--- src/rtl/pid_ctrl_param.sv ---
// Line-follower PID speed controller.
// Each valid error sample is saturated and split into three terms. P is the scaled error. I is
// a cleared, overflow-holding accumulator. D is the difference from a delayed sample, scaled.
// Two registered stages turn the terms into left/right motor speeds. spd_vld marks the new
// speeds two cycles after the sample's err_vld.
module pid_ctrl_param #(
    parameter int unsigned ERR_W   = 16,
    parameter int unsigned SAT_W   = 11,
    parameter int unsigned ACC_W   = 16,
    parameter int unsigned I_SHIFT = 6,
    parameter int unsigned D_DEPTH = 2,
    parameter int unsigned SPD_W   = 12
) (
    input  logic             clk,
    input  logic             rst_n,
    input  logic             go,
    input  logic             moving,
    input  logic             line_present,
    input  logic             err_vld,
    input  logic [ERR_W-1:0] error,
    input  logic [SPD_W-1:0] frwrd,
    input  logic [5:0]       p_coeff,
    input  logic [6:0]       d_coeff,
    output logic [SPD_W-1:0] lft_spd,
    output logic [SPD_W-1:0] rght_spd,
    output logic             spd_vld,
    output logic             i_hold
);

    localparam int unsigned P_W    = SAT_W + 4;   // saturated P_term width
    localparam int unsigned PROD_W = SAT_W + 6;   // full err_sat * p_coeff width
    localparam int unsigned DIFF_W = SAT_W + 1;   // derivative difference width
    localparam int unsigned DSAT_W = 8;           // saturated derivative width
    localparam int unsigned D_W    = 15;          // D_term width
    localparam int unsigned I_W    = ACC_W - I_SHIFT;
    localparam int unsigned PID_W  = 17;
    localparam int unsigned SUM_W  = ((SPD_W > PID_W) ? SPD_W : PID_W) + 1;

    // Clamp a speed sum into the signed SPD_W range.
    function automatic logic [SPD_W-1:0] sat_spd(input logic [SUM_W-1:0] v);
        if (v[SUM_W-1:SPD_W-1] == {(SUM_W-SPD_W+1){v[SUM_W-1]}}) begin
            sat_spd = v[SPD_W-1:0];
        end else if (v[SUM_W-1]) begin
            sat_spd = {1'b1, {(SPD_W-1){1'b0}}};
        end else begin
            sat_spd = {1'b0, {(SPD_W-1){1'b1}}};
        end
    endfunction

    // ------------------------------------------------------------------
    // State
    // ------------------------------------------------------------------
    logic [ACC_W-1:0] acc_q, acc_d;
    logic             i_hold_q, i_hold_d;
    logic             line_q;
    logic [SAT_W-1:0] hist_q [D_DEPTH];
    logic [SAT_W-1:0] hist_d [D_DEPTH];

    logic             s1_vld_q, s1_vld_d;
    logic [P_W-1:0]   p_term_q, p_term_d;
    logic [I_W-1:0]   i_term_q, i_term_d;
    logic [D_W-1:0]   d_term_q, d_term_d;

    logic [SPD_W-1:0] lft_q, lft_d;
    logic [SPD_W-1:0] rght_q, rght_d;
    logic             spd_vld_q, spd_vld_d;

    // ------------------------------------------------------------------
    // Combinational datapath
    // ------------------------------------------------------------------
    logic [SAT_W-1:0]  err_sat;
    logic [PROD_W-1:0] p_prod;
    logic [ACC_W-1:0]  err_ext;
    logic [ACC_W-1:0]  acc_sum;
    logic              acc_ovf;
    logic              acc_clr;
    logic [DIFF_W-1:0] d_diff;
    logic [DSAT_W-1:0] d_sat;
    logic [PID_W-1:0]  pid;
    logic [SUM_W-1:0]  frwrd_ext;
    logic [SUM_W-1:0]  pid_ext;
    logic [SUM_W-1:0]  lft_sum;
    logic [SUM_W-1:0]  rght_sum;

    // Clamp the raw error into the signed SAT_W range.
    always_comb begin
        if (error[ERR_W-1:SAT_W-1] == {(ERR_W-SAT_W+1){error[ERR_W-1]}}) begin
            err_sat = error[SAT_W-1:0];
        end else if (error[ERR_W-1]) begin
            err_sat = {1'b1, {(SAT_W-1){1'b0}}};
        end else begin
            err_sat = {1'b0, {(SAT_W-1){1'b1}}};
        end
    end

    // P_term: full-width product, then clamp into P_W.
    always_comb begin
        p_prod = $signed({{(PROD_W-SAT_W){err_sat[SAT_W-1]}}, err_sat})
               * $signed({{(PROD_W-6){p_coeff[5]}}, p_coeff});
        if (p_prod[PROD_W-1:P_W-1] == {(PROD_W-P_W+1){p_prod[PROD_W-1]}}) begin
            p_term_d = p_prod[P_W-1:0];
        end else if (p_prod[PROD_W-1]) begin
            p_term_d = {1'b1, {(P_W-1){1'b0}}};
        end else begin
            p_term_d = {1'b0, {(P_W-1){1'b1}}};
        end
    end

    // Integrator: clear has priority; a would-be signed overflow holds the value and flags it.
    always_comb begin
        err_ext = {{(ACC_W-SAT_W){err_sat[SAT_W-1]}}, err_sat};
        acc_sum = acc_q + err_ext;
        acc_ovf = (acc_q[ACC_W-1] == err_ext[ACC_W-1]) && (acc_sum[ACC_W-1] != acc_q[ACC_W-1]);
        acc_clr = !go || !moving || (line_present && !line_q);
        acc_d    = acc_q;
        i_hold_d = i_hold_q;
        if (acc_clr) begin
            acc_d = '0;
            if (err_vld) begin
                i_hold_d = 1'b0;
            end
        end else if (err_vld) begin
            if (acc_ovf) begin
                i_hold_d = 1'b1;
            end else begin
                acc_d    = acc_sum;
                i_hold_d = 1'b0;
            end
        end
        // I_term sees the accumulator after this sample's update.
        i_term_d = acc_d[ACC_W-1:I_SHIFT];
    end

    // Error history shifts only on valid samples; entry D_DEPTH-1 is the oldest.
    always_comb begin
        hist_d = hist_q;
        if (err_vld) begin
            hist_d[0] = err_sat;
            for (int k = 1; k < D_DEPTH; k++) begin
                hist_d[k] = hist_q[k-1];
            end
        end
    end

    // D_term: difference against the oldest sample, clamped to 8 bits, then scaled.
    always_comb begin
        d_diff = {err_sat[SAT_W-1], err_sat}
               - {hist_q[D_DEPTH-1][SAT_W-1], hist_q[D_DEPTH-1]};
        if (d_diff[DIFF_W-1:DSAT_W-1] == {(DIFF_W-DSAT_W+1){d_diff[DIFF_W-1]}}) begin
            d_sat = d_diff[DSAT_W-1:0];
        end else if (d_diff[DIFF_W-1]) begin
            d_sat = {1'b1, {(DSAT_W-1){1'b0}}};
        end else begin
            d_sat = {1'b0, {(DSAT_W-1){1'b1}}};
        end
        d_term_d = $signed({{(D_W-DSAT_W){d_sat[DSAT_W-1]}}, d_sat})
                 * $signed({{(D_W-7){d_coeff[6]}}, d_coeff});
    end

    // Stage 1 captures the terms only for a valid sample, so coefficient changes elsewhere
    // have no effect.
    always_comb begin
        s1_vld_d = err_vld;
    end

    // Stage 2: combine terms, apply base speed and clamp; go=0 forces the speeds to zero.
    always_comb begin
        pid = {{(PID_W-P_W){p_term_q[P_W-1]}}, p_term_q}
            + {{(PID_W-I_W){i_term_q[I_W-1]}}, i_term_q}
            + {{(PID_W-D_W){d_term_q[D_W-1]}}, d_term_q};
        frwrd_ext = {{(SUM_W-SPD_W){frwrd[SPD_W-1]}}, frwrd};
        pid_ext   = {{(SUM_W-PID_W){pid[PID_W-1]}}, pid};
        lft_sum   = frwrd_ext + pid_ext;
        rght_sum  = frwrd_ext - pid_ext;
        lft_d     = lft_q;
        rght_d    = rght_q;
        spd_vld_d = s1_vld_q;
        if (s1_vld_q) begin
            if (go) begin
                lft_d  = sat_spd(lft_sum);
                rght_d = sat_spd(rght_sum);
            end else begin
                lft_d  = '0;
                rght_d = '0;
            end
        end
    end

    // ------------------------------------------------------------------
    // Registers
    // ------------------------------------------------------------------

    // Integrator, hold flag, line edge register and error history.
    always_ff @(posedge clk or negedge rst_n) begin
        if (!rst_n) begin
            acc_q    <= '0;
            i_hold_q <= 1'b0;
            line_q   <= 1'b0;
            for (int k = 0; k < D_DEPTH; k++) begin
                hist_q[k] <= '0;
            end
        end else begin
            acc_q    <= acc_d;
            i_hold_q <= i_hold_d;
            line_q   <= line_present;
            hist_q   <= hist_d;
        end
    end

    // Stage 1 term registers, loaded only on valid samples.
    always_ff @(posedge clk or negedge rst_n) begin
        if (!rst_n) begin
            s1_vld_q <= 1'b0;
            p_term_q <= '0;
            i_term_q <= '0;
            d_term_q <= '0;
        end else begin
            s1_vld_q <= s1_vld_d;
            if (err_vld) begin
                p_term_q <= p_term_d;
                i_term_q <= i_term_d;
                d_term_q <= d_term_d;
            end
        end
    end

    // Stage 2 output registers.
    always_ff @(posedge clk or negedge rst_n) begin
        if (!rst_n) begin
            lft_q     <= '0;
            rght_q    <= '0;
            spd_vld_q <= 1'b0;
        end else begin
            lft_q     <= lft_d;
            rght_q    <= rght_d;
            spd_vld_q <= spd_vld_d;
        end
    end

    assign lft_spd  = lft_q;
    assign rght_spd = rght_q;
    assign spd_vld  = spd_vld_q;
    assign i_hold   = i_hold_q;

endmodule
--- config.mk ---
export PLATFORM = sky130hd
export DESIGN_NAME = pid_ctrl_param
export DESIGN_NICKNAME = d
export VERILOG_FILES = /design/src/rtl/pid_ctrl_param.sv
export SDC_FILE = /design/constraint.sdc
export NUM_CORES = 1
export LEC_CHECK = 0
export CAP_MARGIN = 20
export CORE_UTILIZATION = 60
export CTS_BUF_LIST = sky130_fd_sc_hd__clkbuf_4
export DETAILED_ROUTE_END_ITERATION = 8
export GPL_TIMING_DRIVEN = 0
export PLACE_DENSITY = 0.87
export SLEW_MARGIN = 25
export SYNTH_ARGS = -nofsm -noshare
export SYNTH_HDL_FRONTEND = slang
export SYNTH_SLANG_ARGS = --single-unit
--- constraint.sdc ---
create_clock -name clk -period 17.57 [get_ports clk]
set_input_delay 3.514 -clock clk [delete_from_list [all_inputs] [get_ports clk]]
set_output_delay 3.514 -clock clk [all_outputs]
set_load 0.02 [all_outputs]
==> flow_metrics.py <==
metrics = {
    "floorplan": {
        "die-area_um2": 22200,
        "chipHeight_um": 149,
        "start_util_pct": 61.4,
        "io_pins": 73,
        "core-area_um2": 21100,
        "rows": 53,
        "dieWidth_um": 149,
    },
    "routing": {
        "first_iter_violations": 611,
        "drc": 0,
        "ant_nets": 0,
        "vias": 10678,
        "wirelength_um": 30600,
        "first_pass_iters": 6,
        "wl_per_cell_um": 17.0,
        "viasPerCell": 5.92,
    },
    "min_path": {
        "hp-class": "register to register",
    },
    "synthesis": {
        "yosysWarningCount": 0,
        "synth_fa_ha_area_share_pct": 30.2,
        "synth_compound_area_share_pct": 16.7,
        "postSynthAreaPerCell_um2": 8.99,
        "synthArstFlopShare_pct": 100,
        "ys_seq_elements": 106,
        "yosys.area_share.simple_pct": 16.3,
        "synth_xor_area_share_pct": 5.55,
        "synth_mux_area_share_pct": 3.41,
        "yosysSeqAreaShare_pct": 20.5,
        "synth_top_family_by_area": "adder cells",
        "ys_types": 79,
        "synthCells": 1439,
        "synth_nets": 1732,
        "synthFlopType": "dfrtp_1",
        "synth_edf_count": 0,
        "synthesis.area_um2": 12900,
    },
    "cells_and_area": {
        "diodes": 0,
        "drive_gt1_share_pct": 5.10,
        "nNetsFinal": 1816,
        "area_growth_pct": 9.42,
    },
    "global_route": {
        "grt_max_degree": 72,
        "antenna_found_initial": 0,
        "grt-ovfl-total": 0,
        "grt.total_usage_pct": 29.0,
        "grt_pass1_vias": 10657,
        "grt_pass1_wl_um": 50900,
    },
    "setup_path": {
        "slowest_delay_ps": 600,
        "cp_slowest_cell": "o41a_1",
        "end_kind": "register",
        "cp_max_fo": 10,
        "worstPathRequired_ps": 18030,
        "cp.arrival_ps": 12600,
        "crit_type": "primary input to register",
        "startpoint_type": "primary input",
    },
    "sta": {
        "setup_tns_ps": 0,
        "setup_viol": 0,
        "period_share_pct": 69.1,
        "fmax_mhz": 82.4,
        "grt_setup_unrepaired": "false",
        "period_minus_slack_ps": 12140,
        "hold_viol_final": 0,
        "drv_slew": 0,
        "finalClockSkew_ps": 22.3,
        "slew_headroom_pct": 38.1,
        "worst_pin_slew_ps": 929,
    },
    "placed_design": {
        "io_buffers": 72,
        "place_congestion": 0.920,
        "dp_hpwl_um": 25100,
    },
    "status": {
        "outcome": "finished clean",
    },
    "clocking": {
        "cts_root_buffer": "clkbuf_4",
        "htreeDepth": 3,
        "postCtsHoldBufs": 0,
        "cts_tree": "yes",
        "worst_skew_pair.late_latency_ps": 520,
        "cts_setup_buffers": 0,
        "path_clk_slew_ps": 190,
        "cts_inserted_buffers": 9,
        "cts.sinks": 106,
        "cts_buffer_depth": 2,
        "cts_resized": 0,
    },
    "job": {
        "maxCapViolCount": 0,
    },
}
-- synthesized netlist by cell type (4+ instances only) --
master	n	area [µm²]
nand3_1	19	95.1
a21oi_1	81	405
a31oi_1	5	31.3
nand4_1	5	31.3
fa_1	110	2200
a221o_1	11	110
xor2_1	18	158
inv_1	195	732
xnor2_1	64	561
a21oi_2	4	35.0
nor2_1	100	375
o21ai_0	43	215
o41ai_1	4	35.0
o31ai_1	14	105
or3_1	7	43.8
nand2_1	100	375
nor3b_1	4	30.0
nor3_1	20	100
nand2b_1	25	156
nor4_1	13	81.3
nor2b_1	49	307
a21o_1	30	225
buf_2	9	45.0
o21bai_1	11	82.6
mux2_2	17	191
clkbuf_1	32	120
o211ai_1	6	45.0
a2111oi_0	6	52.6
ha_1	136	1700
and3_1	11	68.8
or2_2	7	43.8
and2_1	39	244
dfrtp_1	106	2650
o21a_1	13	97.6
mux2i_1	25	250
o2bb2ai_1	19	166
-- routing by layer --
layer  vias up  global-route usage, %  routed length [µm]
li1       5058                      -                   -
met1      5228                   35.3               12500
met2       320                   51.4               15400
met3        72                   3.67                1540
met4         0                   12.5                1190
met5         -                      0                   0
-- final timing paths --
kind | startpoint | to | slack, ps | cells after the start
max in group asynchronous | rst_n | hist_q[3] | 14050 | 2
max | error[15] | d_term_q[13] | 5430 | 35
min reg2reg | hist_q[16] | hist_q[5] | 500 | 2
min | hist_q[16] | hist_q[5] | 500 | 2
max reg2reg | hist_q[0] | d_term_q[13] | 9950 | 28
min in group asynchronous | rst_n | lft_spd[10] | 2860 | 1
-- cell usage in the layout (no fill, tap or decap), types with 10 or more instances in the layout --
cell | Yosys | layout
xnor2_1 | 64 | 64
and2_1 | 39 | 39
mux2i_1 | 25 | 25
nor4_1 | 13 | 13
nor2_1 | 100 | 100
clkdlybuf4s50_1 | 0 | 71
o2bb2ai_1 | 19 | 19
nor3_1 | 20 | 20
clkbuf_1 | 32 | 32
mux2_2 | 17 | 17
dfrtp_1 | 106 | 106
o21bai_1 | 11 | 11
inv_1 | 195 | 195
nor2b_1 | 49 | 49
a221o_1 | 11 | 11
nand3_1 | 19 | 19
o21a_1 | 13 | 13
ha_1 | 136 | 136
and3_1 | 11 | 11
nand2b_1 | 25 | 25
o31ai_1 | 14 | 14
a21oi_1 | 81 | 81
nand2_1 | 100 | 100
o21ai_0 | 43 | 43
a21o_1 | 30 | 30
clkbuf_4 | 0 | 10
xor2_1 | 18 | 18
fa_1 | 110 | 110
-- critical path, delay by kind of cell --
| family | cells | cell delay, ps |
|---|---|---|
| compound gates | 15 | 3820 |
| fa+ha+maj | 7 | 3010 |
| buf+inv | 7 | 1240 |
| simple gates | 6 | 1000 |
-- stage by stage --
stage	worst slack [ps]	utilization [%]	instance area [µm²]	hold WS [ps]	std cells
after floorplan	6660	-	12900	428	1439
after global placement	5310	66.4	14000	464	1786
after detailed placement	4980	66.5	14000	470	1787
after CTS	5520	67.1	14200	506	1803
after global routing	4880	67.1	14200	523	1803
final	5430	67.1	14200	505	1803
-- flip-flops by register name, summed over array words and instances, names as in the netlist --
register  flops
line_q        1
hist_q       22
lft_spd      12
spd_vld       1
i_term_q     10
s1_vld_q      1
d_term_q     15
rght_spd     12
acc_q        16
i_hold        1
p_term_q     15
-- kinds of logic after synthesis --
| kind of cell | count (synthesis) |
|---|---|
| AO/OA/AOI/OAI | 306 |
| XOR/XNOR | 82 |
| adder cells (fa/ha/maj) | 246 |
| buffers and inverters | 241 |
| flip-flops | 106 |
| multiplexers | 42 |
| AND/OR/NAND/NOR | 416 |
-- layout make-up --
cell class / count / area (µm²)
Tap cell: 275 / 344
Multi-Input combinational cell: 1092 / 9340
Sequential cell: 106 / 2650
Inverter: 195 / 732
Timing Repair Buffer: 73 / 749
Clock buffer: 10 / 75.1
Buffer: 46 / 210
Clock inverter: 6 / 50.0
Fill cell: 1678 / 6930
Power is not shown: default switching activity piles up to over one toggle a cycle in this logic, so the estimate is an artifact.
